<file path="config.mk">
export PLATFORM = sky130hd
export DESIGN_NAME = dual_issue_splitter
export DESIGN_NICKNAME = d
export VERILOG_FILES = /design/src/rtl/dual_issue_splitter.sv
export SDC_FILE = /design/constraint.sdc
export NUM_CORES = 1
export LEC_CHECK = 0
export CAP_MARGIN = 30
export CORE_ASPECT_RATIO = 0.5
export CORE_MARGIN = 2
export CORE_UTILIZATION = 62
export DETAILED_ROUTE_END_ITERATION = 6
export DONT_BUFFER_PORTS = 1
export PLACE_DENSITY = 0.78
export SLEW_MARGIN = 15
export SYNTH_ARGS = -nofsm -noshare
export SYNTH_HDL_FRONTEND = slang
export SYNTH_SLANG_ARGS = --single-unit
export TNS_END_PERCENT = 30
</file>
<file path="constraint.sdc">
create_clock -name clk -period 2 [get_ports clk]
set_input_delay 0.3 -clock clk [delete_from_list [all_inputs] [get_ports clk]]
set_output_delay 0.3 -clock clk [all_outputs]
set_load 0.1 [all_outputs]
</file>
<file path="src/rtl/dual_issue_splitter.sv">
// Registered dispatch stage: issues hazard-free pairs on two lanes, serialises hazardous pairs on lane 0.
// Optional feature macro: SPLIT_CNT_EN (saturating count of split pairs on split_cnt).
module dual_issue_splitter #(
    parameter int unsigned INST_W = 32,
    parameter int unsigned REG_W  = 4,
    parameter int unsigned CNT_W  = 16
) (
    input  logic              clk,
    input  logic              rst,
    input  logic              in_valid,
    output logic              in_ready,
    input  logic              in_v1,
    input  logic              in_v2,
    input  logic [INST_W-1:0] in_inst1,
    input  logic [INST_W-1:0] in_inst2,
    input  logic              hazard_flag,
    input  logic              out_ready,
    output logic              out_valid0,
    output logic              out_valid1,
    output logic [INST_W-1:0] out_inst0,
    output logic [INST_W-1:0] out_inst1,
    output logic [CNT_W-1:0]  split_cnt
);

    typedef enum logic [1:0] {
        EMPTY  = 2'd0,
        PAIR   = 2'd1,
        SPLIT1 = 2'd2,
        SPLIT2 = 2'd3
    } state_t;

    // Register specifiers are resolved upstream; the width is only sanity-checked here.
    if (REG_W < 1) begin : g_reg_w_chk
        $error("REG_W must be at least 1");
    end

    state_t            state;
    state_t            state_nxt;
    logic [INST_W-1:0] inst2_q;
    logic [INST_W-1:0] inst2_nxt;
    logic              out_valid0_nxt;
    logic              out_valid1_nxt;
    logic [INST_W-1:0] out_inst0_nxt;
    logic [INST_W-1:0] out_inst1_nxt;
    logic              drainable;
    logic              in_xfer;
    logic              any_v;
    logic              split;

    // Last (or only) issue of a pair leaving this cycle frees the stage for a refill.
    assign drainable = ((state == PAIR) || (state == SPLIT2)) && out_ready;
    assign in_ready  = !rst && ((state == EMPTY) || drainable);
    assign in_xfer   = in_valid && in_ready;
    assign any_v     = in_v1 || in_v2;
    assign split     = hazard_flag && in_v1 && in_v2;

    always_comb begin
        state_nxt      = state;
        inst2_nxt      = inst2_q;
        out_valid0_nxt = out_valid0;
        out_valid1_nxt = out_valid1;
        out_inst0_nxt  = out_inst0;
        out_inst1_nxt  = out_inst1;

        if (in_xfer && any_v) begin
            inst2_nxt      = in_inst2;
            out_valid0_nxt = 1'b1;
            if (split) begin
                state_nxt      = SPLIT1;
                out_inst0_nxt  = in_inst1;
                out_valid1_nxt = 1'b0;
                out_inst1_nxt  = '0;
            end else begin
                state_nxt      = PAIR;
                out_inst0_nxt  = in_v1 ? in_inst1 : in_inst2;
                out_valid1_nxt = in_v1 && in_v2;
                out_inst1_nxt  = (in_v1 && in_v2) ? in_inst2 : '0;
            end
        end else if (drainable) begin
            state_nxt      = EMPTY;
            out_valid0_nxt = 1'b0;
            out_valid1_nxt = 1'b0;
        end else if ((state == SPLIT1) && out_ready) begin
            state_nxt      = SPLIT2;
            out_valid0_nxt = 1'b1;
            out_valid1_nxt = 1'b0;
            out_inst0_nxt  = inst2_q;
        end
    end

    always_ff @(posedge clk) begin
        if (rst) begin
            state      <= EMPTY;
            inst2_q    <= '0;
            out_valid0 <= 1'b0;
            out_valid1 <= 1'b0;
            out_inst0  <= '0;
            out_inst1  <= '0;
        end else begin
            state      <= state_nxt;
            inst2_q    <= inst2_nxt;
            out_valid0 <= out_valid0_nxt;
            out_valid1 <= out_valid1_nxt;
            out_inst0  <= out_inst0_nxt;
            out_inst1  <= out_inst1_nxt;
        end
    end

`ifdef SPLIT_CNT_EN
    logic [CNT_W-1:0] cnt_q;

    // Saturating count of accepted pairs that were split.
    always_ff @(posedge clk) begin
        if (rst) begin
            cnt_q <= '0;
        end else if (in_xfer && split && (cnt_q != '1)) begin
            cnt_q <= cnt_q + CNT_W'(1);
        end
    end

    assign split_cnt = cnt_q;
`else
    assign split_cnt = '0;
`endif

endmodule

</file>
==> reports/qor.txt, run 1 <==
Post-synthesis mux area share = 8.30%
Layout area overhead = 23.9%
Yosys warning count = 0
Power density over the cells = 1060 nW/µm²
Die Span Y = 59.8 µm
Clock buffer depth = 2
Crit path from = state[0]$_SDFFE_PP0P_
Final Slew Violations = 0
Worst reg2reg path depth = 6
Htree depth = 3
Clock skew = 0.00699 ns
Synthesized cell area = 3860 µm²
First-pass GRT wire length = 15000 µm
Routed WL per cell = 17.4 µm
RSZ-0062 raised after global routing = no
Share of cells above drive strength 1 = 22.7%
Initial antenna violation count = 0
Post-DR vias/cell = 5.90
DRC Markers = 0
Reg-to-Reg Start = state[0]$_SDFFE_PP0P_
Register area = 2000 µm²
Largest net degree at the start of global routing = 43
Pleak = 0.00207 µW
CTS tree = yes
Xor and xnor fraction of the mapped netlist area = 0%
Vias in the first global route = 3170
Setup total negative slack = 0 ns
Clk_lat worst skew = 0.34 ns
Pre-CTS setup slack = 0.0702 ns
WS Path Type = flip-flop to flip-flop
Worst-margin pin slew = 0.616 ns
Cts hold-fix bufs = 0
CP startpoint kind = flip-flop
Overflow after GRT = 0
Drt pass-1 iters = 4
DP HPWL = 6460 µm
Gate Count Post-Synth = 397
Initial Utilization = 64.0%
Yosys cell types = 26
Register bit total from synthesis = 100
Core area = 6030 µm²
Final wirelength = 9570 µm
Simple-gate share of the synthesized area = 11.6%
Clk slew on worst S/H paths = 0.06 ns
Max-cap viol count = 0
Cell with the largest stage delay on the worst path = dfxtp_1
Overall power = 5070 µW
Buffers added on ports = 0
Main combinational cell family by area after synthesis = compound AO/OA/AOI/OAI gates
Multi-input logic area = 1690 µm²
Post-synthesis compound-gate area fraction = 21.7%
Hold Crit Start = rst
Hold Vio Cnt, Final = 0
Top Ports = 154
Routability cong. = 0.876
Reg2reg setup slack = 0.11 ns
Tmin final = 1.89 ns
Setup crit end = out_inst1[28]$_SDFFE_PP0N_
Max FO, Critical Path = 34
Starting DRT DRC Count = 216
Syn Area/Cell = 9.73 µm²
Cell total after placement = 534
Post-DRT Antenna Nets = 0
Final Cycle Share = 94.3%
Sequential area share after synthesis = 51.8%
Reg-to-reg endpoint = out_inst1[28]$_SDFFE_PP0N_
Status = finished clean
Via count = 3244
CTS root buf = clkbuf_16
TritonCTS Buffers = 9
Fmax achieved = 530 MHz
Post-Synth Adder-Cell Area = 0%
GRT Util Overall = 28.1%
Final Hold Slack = 0.0294 ns
Critical path depth = 6
CTS sink cnt = 100
Worst Slack Setup Final = 0.114 ns
Max incr delay on CP = 0.34 ns
Die Wd = 116 µm
Hold Path Cell Cnt = 1
Hold WC Path Type = input port to flip-flop
Rel. slew slack = 58.9%
Critical path capture point type = flip-flop
Final setup fails = 0
Antenna Cells = 0
WP data required = 2.23 ns
Family with the most delay on the worst path = buffers and inverters
# rows = 20
Fillers = 395
VDD IR max = 0.000678 V
Die area = 6910 µm²
Finished Layout Cells = 550
Nets@finish = 528
CP bufs+invs = 2
Critical path cell sequence = or2_4 -> a211oi_4 -> buf_6 -> nor2_2 -> buf_4 -> a22o_1
Critical path data arrival time = 2.11 ns
-- registers in the layout (all words and copies together) (netlist names) --
signal and flops:
state 2, out_valid1 1, inst2_q 32, out_valid0 1
out_inst0 32, out_inst1 32
-- cells by family after synthesis --
logic type      count (synthesis)
simple gates                  111
mux                            32
flops                         100
other cells                     1
compound gates                106
buf+inv                        47
-- metal layers --
metal  vias up  GRT usage, %  share of wire [%]
met5         -             0                  0
met1      1593          33.2                 42
met2       131          49.6                 49
met3        11          9.13                7.9
met4         0          8.78               0.67
li1       1509             -                  -
-- where the power goes --
part	internal, µW	switching [µW]
clock network	1170	726
registers	2090	42.5
logic	229	818
-- stage by stage --
step | utilization [%] | cell area (µm²)
5_1_grt | 79.4 | 4790
2_1_floorplan | - | 3930
4_1_cts | 79.3 | 4780
3_5_place_dp | 73.7 | 4450
3_3_place_gp | 73.5 | 4430
6_report | 79.4 | 4790
-- Yosys cell counts --
library cell,count,area share (%)
buf_2,10,1.3
a22oi_1,1,0.19
nand2_1,66,6.4
conb_1,1,0.097
and3_1,1,0.16
a211oi_4,1,0.52
o21ai_0,1,0.13
a211o_1,1,0.23
clkbuf_1,15,1.5
a221o_1,32,8.3
o21ai_2,1,0.23
o31ai_1,1,0.19
nand3b_1,1,0.19
nor3b_2,1,0.32
nor2_1,37,3.6
mux2i_1,32,8.3
and4_1,1,0.23
buf_4,16,3.1
nand4_1,2,0.32
a31oi_1,1,0.16
or2_1,1,0.16
dfxtp_1,100,52
a21oi_1,35,4.5
buf_1,6,0.58
a22o_1,32,7.3
nor2b_1,1,0.16
-- layout by cell type (no fill, tap or decap), drive strengths merged --
cell and count:
o21ai 2, clkinv 1, a22o 32, conb 16, a21oi 35, and3 1
and4 1, or2 1, o31ai 1, a22oi 1, a211oi 1, buf 81
a31oi 1, mux2i 32, nand3b 1, nor3b 1, a211o 1, clkinvlp 2
nor2 37, a221o 32, nor2b 1, dfxtp 100, nand2 66, clkbuf 11
bufinv 2, nand4 2
-- cell type report --
cell class | instances | share of cell area, %
Tap cell | 88 | 2.30
Timing Repair Buffer | 81 | 13.5
Multi-Input combinational cell | 265 | 35.4
Clock inverter | 5 | 1.75
Sequential cell | 100 | 41.8
Clock buffer | 11 | 5.28
-- worst min path at each step --
| stage | endpoint | slack, ns |
|---|---|---|
| floorplan | out_inst1[0]$_SDFFE_PP0N_ | 0.43 |
| global placement | inst2_q[5]$_SDFFE_PP0N_ | 0.37 |
| detailed placement | inst2_q[1]$_SDFFE_PP0N_ | 0.38 |
| CTS | inst2_q[8]$_SDFFE_PP0N_ | 0.009 |
| global route | inst2_q[0]$_SDFFE_PP0N_ | 0.01 |
| finish | inst2_q[1]$_SDFFE_PP0N_ | 0.03 |
-- timing repair --
action / in CTS / in global routing
resized for setup: 0 / 1
endpoints found under the setup margin: 0 / 18
buffers inserted: 0 / 0
No activity file was read; power rests on OpenSTA's default activity.
==> run 2: changes to the inputs <==
--- a/config.mk
+++ b/config.mk
@@ -11,6 +11,7 @@
 export CORE_UTILIZATION = 62
 export DETAILED_ROUTE_END_ITERATION = 6
 export DONT_BUFFER_PORTS = 1
+export HOLD_SLACK_MARGIN = 0.12
 export PLACE_DENSITY = 0.78
 export SLEW_MARGIN = 15
 export SYNTH_ARGS = -nofsm -noshare
==> reports/qor.txt, run 2 (synthesis gave the netlist of run 1 again) <==
Initial antenna violation count = 0 (unchanged)
Max-cap viol count = 0 (unchanged)
Clk_lat worst skew = 0.34 ns (about the same)
Met2 WL = 5360 µm (+14%)
VDD IR max = 0.000687 V (+1.4%)
WS Path Type = flip-flop to flip-flop
Routability cong. = 0.876 (unchanged)
Worst reg2reg path depth = 6 (unchanged)
Post-DRT Antenna Nets = 0 (unchanged)
Final setup fails = 0 (unchanged)
Logic pwr share = 22.0% (+1.4 points)
Die Span Y = 59.8 µm (unchanged)
Reg-to-reg endpoint = out_inst1[0]$_SDFFE_PP0N_
Most common cell after layout, fill and taps aside = dfxtp_1
Fmax achieved = 527 MHz (-0.56%)
Cell total after placement = 534 (unchanged)
Antenna Cells = 0 (unchanged)
Hold WC Path Type = input port to flip-flop
Post-DR vias/cell = 5.93 (+0.57%)
Hold endpoint = out_valid1$_SDFFE_PP0P_
First-pass GRT wire length = 16400 µm (+10%)
Final Cycle Share = 94.8% (+0.53 points)
Hold Path Cell Cnt = 2 (+1)
Switching share of power = 31.5% (+0.19 points)
Worst-margin pin slew = 0.636 ns (+0.0201 ns)
Core area = 6030 µm² (unchanged)
Via count = 3464 (+6.8%)
Clock buffer depth = 2 (unchanged)
Sw power = 1620 µW (+2.3%)
# rows = 20 (unchanged)
CTS root buf = clkbuf_16
Nets@finish = 562 (+6.4%)
Power density over the cells = 1000 nW/µm² (-5.3%)
Rel. slew slack = 57.5% (-1.3 points)
Register area = 2000 µm² (unchanged)
Setup total negative slack = 0 ns (unchanged)
Pleak = 0.00221 µW (+7.1%)
TritonCTS Buffers = 9 (unchanged)
Max FO, Critical Path = 34 (unchanged)
Finished Layout Cells = 584 (+6.2%)
Status = finished clean
Core Util, Final = 85.2% (+5.8 points)
P_int = 3530 µW (+1.4%)
Die area = 6910 µm² (unchanged)
Layout area overhead = 33.0%
CTS tree = yes
Hold Vio Cnt, Final = 0 (unchanged)
M1 WL = 4220 µm (+4.1%)
Routed WL per cell = 18.2 µm (+4.9%)
Vias in the first global route = 3511 (+11%)
Reg2reg setup slack = 0.10 ns (about the same)
Uppermost routed layer = met4
Fillers = 341 (-14%)
Top Ports = 154 (unchanged)
Largest net degree at the start of global routing = 37 (-14%)
CP bufs+invs = 2 (unchanged)
Regs by FF count = inst2_q x32, out_inst0 x32, out_inst1 x32
Reg-to-Reg Start = state[1]$_SDFFE_PP0P_
Most frequent cells in the layout = dfxtp_1, buf_4, nand2_1
Final Slew Violations = 0 (unchanged)
Die Wd = 116 µm (unchanged)
Family with the most delay on the worst path = buffers and inverters
Multi-input logic area = 1690 µm² (unchanged)
Critical path data arrival time = 2.12 ns (about the same)
Final wirelength = 10700 µm (+11%)
Max incr delay on CP = 0.32 ns (-0.02 ns)
Clock skew = 0.00492 ns (-0.00207 ns)
CTS sink cnt = 100 (unchanged)
Sequential Power Share = 41.4% (-0.6 points)
Share of cells above drive strength 1 = 21.4% (-1.4 points)
Tmin final = 1.90 ns (+0.0107 ns)
Drt pass-1 iters = 6 (+2)
Buffers added on ports = 0 (unchanged)
CP startpoint kind = flip-flop
Initial Utilization = 64.0% (unchanged)
Htree depth = 3 (unchanged)
Critical path cell sequence = or2_4 -> a211oi_4 -> buf_6 -> nor2_2 -> buf_4 -> a22o_1
DP HPWL = 6460 µm (unchanged)
DRC Markers = 0 (unchanged)
Clk slew on worst S/H paths = 0.06 ns (about the same)
Critical path capture point type = flip-flop
GRT Util Overall = 31.1% (+3.0 points)
Cell with the largest stage delay on the worst path = dfxtp_1
RSZ-0062 raised after global routing = no
Met3 wire length = 904 µm (+20%)
Starting DRT DRC Count = 271 (+25%)
Clock power frac = 36.6% (-0.7 points)
WP data required = 2.22 ns (about the same)
Hold Crit Start = in_v1
Crit path from = state[1]$_SDFFE_PP0P_
Overflow after GRT = 0 (unchanged)
## run 2: area by class of cell
cell class	instances	share of cell area (%)
flip-flops and latches	100	39.0
clock inverters	5	1.63
well taps	88	2.14
repair buffers	115	19.4
multi-input cells	265	33.0
clock buffers	11	4.92
## run 2: power by group through the flow
stage               clock network, µW  registers [µW]  logic, µW
floorplan                           0            2650        418
global placement                    0            2170       1020
detailed placement                  0            2170       1040
CTS                              1920            2130       1120
global route                     1990            2140       1170
finish                           1890            2130       1130
## run 2: through the flow
step                hold WS, ns  total power (µW)  setup slack (ns)  area (µm²)
floorplan                 0.433              3070            0.0285        3930
global placement          0.374              3190            0.0260        4430
detailed placement        0.376              3210            0.0702        4450
CTS                       0.123              5170            0.0418        5130
global route              0.142              5300            0.0460        5140
finish                    0.146              5150             0.104        5140
## run 2: how the worst max path moves through the flow
stage	to	slack, ns	cells past startpoint
6_report	out_inst1[0]$_SDFFE_PP0N_	0.10	6
5_1_grt	out_inst1[0]$_SDFFE_PP0N_	0.05	6
4_1_cts	out_inst1[14]$_SDFFE_PP0N_	0.04	6
3_5_place_dp	out_inst1[28]$_SDFFE_PP0N_	0.07	6
3_3_place_gp	out_inst0[11]$_SDFFE_PP0P_	0.03	5
2_1_floorplan	out_inst1[10]$_SDFFE_PP0N_	0.03	6
## run 2: timing repair
item / 4_1_cts / 5_1_grt
setup endpoints to repair: 0 / 26
hold buffers: 34 / 0
buffers inserted: 0 / 0
resized for setup: 0 / 1
hold endpoints to repair: 68 / 0
## run 2: layer usage
metal  track usage (%)  up-vias
met5                 0        -
met1              35.2     1689
met4              13.1        0
met3              9.74       19
met2              55.4      177
li1                  -     1579
## run 2: worst register-to-register path, cell delays in order, from the launching register on
cell,delay (ns)
dfxtp_1,0.32
or2_4,0.26
a211oi_4,0.30
buf_6,0.32
nor2_2,0.06
buf_4,0.26
a22o_1,0.26
==> run 3: changes to the inputs <==
--- a/config.mk
+++ b/config.mk
@@ -8,11 +8,11 @@
 export CAP_MARGIN = 30
 export CORE_ASPECT_RATIO = 0.5
 export CORE_MARGIN = 2
-export CORE_UTILIZATION = 62
+export CORE_UTILIZATION = 65
 export DETAILED_ROUTE_END_ITERATION = 6
 export DONT_BUFFER_PORTS = 1
 export HOLD_SLACK_MARGIN = 0.12
-export PLACE_DENSITY = 0.78
+export PLACE_DENSITY = 0.81
 export SLEW_MARGIN = 15
 export SYNTH_ARGS = -nofsm -noshare
 export SYNTH_HDL_FRONTEND = slang
==> constraint.sdc (replaced) <==
create_clock -name clk -period 2.2 [get_ports clk]
set_input_delay 0.33 -clock clk [delete_from_list [all_inputs] [get_ports clk]]
set_output_delay 0.33 -clock clk [all_outputs]
set_load 0.1 [all_outputs]
==> reports/qor.txt, run 3 (synthesis gave the netlist of run 1 again) <==
Status = complete, but fails checks
Violated checks = design-rule violations
Reg2reg setup slack = 0.11 ns (about the same)
Final wirelength = 11900 µm (+11%)
Hold endpoint = inst2_q[26]$_SDFFE_PP0N_
Final Cycle Share = 95.1% (+0.27 points)
Vias in the first global route = 3635 (+3.5%)
Initial Utilization = 68.8% (+4.8 points)
Fillers = 267 (-22%)
Critical path cell sequence = or2_1 -> a211oi_4 -> nor3b_4 -> buf_4 -> a221o_1
Placed cell area = 4400 µm² (-1.1%)
Final Slew Violations = 0 (unchanged)
Layout area overhead = 28.7%
WP data required = 2.48 ns (+0.26 ns)
Starting DRT DRC Count = 492 (+82%)
Regs by FF count = inst2_q x32, out_inst0 x32, out_inst1 x32
Pleak = 0.00216 µW (-2.6%)
PostCTS Resize Cnt = 0 (unchanged)
Reg-to-Reg Start = state[1]$_SDFFE_PP0P_
Die Wd = 113 µm (-2.3%)
Max incr delay on CP = 0.60 ns (+0.28 ns)
Hold Path Cell Cnt = 2 (unchanged)
Post-DRT Antenna Nets = 0 (unchanged)
Routed WL per cell = 21.5 µm (+18%)
Hold WC Path Type = input port to flip-flop
VDD IR max = 0.000828 V (+20%)
DRC Markers = 10 (+10)
Rel. slew slack = 52.4% (-5.2 points)
Post CTS Setup Buffer Count = 0 (unchanged)
Critical path data arrival time = 2.37 ns (+0.25 ns)
Cell with the largest stage delay on the worst path = nor3b_4
GRT Util Overall = 36.7% (+5.6 points)
Nets@finish = 546 (-2.8%)
Final setup fails = 0 (unchanged)
Clock skew = 0.00492 ns (+0.00000364 ns)
Routability cong. = 0.886 (+1.1%)
TritonCTS Buffers = 9 (unchanged)
RSZ-0062 raised after global routing = no
Via count = 3595 (+3.8%)
Reg-to-reg endpoint = out_inst0[6]$_SDFFE_PP0P_
Tmin final = 2.09 ns (+0.196 ns)
Most frequent cells in the layout = dfxtp_1, buf_4, nand2_1
Worst Slack Setup Final = 0.108 ns (+0.00443 ns)
First-pass GRT wire length = 18500 µm (+13%)
Core area = 5610 µm² (-7.0%)
# rows = 19 (-5.0%)
Max-cap viol count = 0 (unchanged)
Initial antenna violation count = 0 (unchanged)
Post-DR vias/cell = 6.50 (+9.6%)
Cts hold-fix bufs = 20 (-41%)
Buffers added on ports = 0 (unchanged)
CTS tree = yes
Most common cell after layout, fill and taps aside = dfxtp_1
CTS sink cnt = 100 (unchanged)
Drt pass-1 iters = 7 (+1)
Critical path capture point type = flip-flop
CP startpoint kind = flip-flop
Share of cells above drive strength 1 = 21.0% (-0.33 points)
Fmax achieved = 478 MHz (-9.3%)
Design area = 4970 µm² (-3.2%)
Largest net degree at the start of global routing = 37 (unchanged)
Overflow after GRT = 0 (unchanged)
Pre-CTS setup slack = 0.298 ns (+0.228 ns)
CTS root buf = clkbuf_16
Antenna Cells = 0 (unchanged)
DP HPWL = 6910 µm (+7.1%)
Worst reg2reg path depth = 5 (-1)
Setup total negative slack = 0 ns (unchanged)
Max FO, Critical Path = 19 (-44%)
Hold Vio Cnt, Final = 0 (unchanged)
WS Path Type = flip-flop to flip-flop
Worst-margin pin slew = 0.713 ns (+0.0772 ns)
Top Ports = 154 (unchanged)
Power density over the cells = 961 nW/µm² (-4.2%)
Die Span Y = 58.5 µm (-2.2%)
Die area = 6610 µm² (-4.4%)
Clk_lat worst skew = 0.34 ns (about the same)
Hold Crit Start = in_inst2[26]
Htree depth = 3 (unchanged)
Clock buffer depth = 2 (unchanged)
Clk slew on worst S/H paths = 0.06 ns (about the same)
-- run 3: stage by stage --
stage	total power, µW	utilization (%)	hold slack [ns]	std cells
detailed placement	2920	78.4	0.405	516
global route	4900	88.6	0.120	553
CTS	4760	88.4	0.120	552
finish	4780	88.6	0.124	553
global placement	2890	78.2	0.403	515
floorplan	2790	-	0.437	412
-- run 3: layout make-up --
class	instances	area, µm²	share of cell area (%)
clock buffers	12	256	5.16
clock inverters	4	95.1	1.91
multi-input cells	265	1690	34.0
flip-flops and latches	100	2000	40.3
well taps	73	91.3	1.84
repair buffers	99	835	16.8
-- run 3: routing by layer --
metal	vias to the layer above	global-route usage (%)	wire [µm]
met5	-	0	0
met2	289	63.2	5810
met3	45	11.0	1400
met4	0	18.5	376
li1	1546	-	-
met1	1715	42.8	4280
-- run 3: report_power, final --
group / switching [µW] / leakage (µW) / internal [µW] / total, µW
logic: 781 / 0.00117 / 229 / 1010
registers: 45.1 / 0.000814 / 1900 / 1940
clock network: 651 / 0.000173 / 1170 / 1820
-- run 3: how the worst max path moves through the flow --
stage / startpoint / endpoint / slack, ns / depth (start not counted)
5_1_grt: state[1]$_SDFFE_PP0P_ / out_inst0[6]$_SDFFE_PP0P_ / 0.006 / 5
3_3_place_gp: state[1]$_SDFFE_PP0P_ / out_inst1[11]$_SDFFE_PP0N_ / 0.21 / 5
6_report: state[1]$_SDFFE_PP0P_ / out_inst0[6]$_SDFFE_PP0P_ / 0.11 / 5
2_1_floorplan: state[1]$_SDFFE_PP0P_ / out_inst1[10]$_SDFFE_PP0N_ / 0.18 / 6
4_1_cts: state[1]$_SDFFE_PP0P_ / out_inst0[10]$_SDFFE_PP0P_ / 0.24 / 5
3_5_place_dp: state[1]$_SDFFE_PP0P_ / out_inst0[25]$_SDFFE_PP0P_ / 0.30 / 5
-- run 3: worst max-delay path: cells and delay by family (launching register included) --
kind / cells / cell delay (ns)
buf+inv: 1 / 0.38
compound gates: 2 / 0.35
flops: 1 / 0.41
simple gates: 2 / 0.89
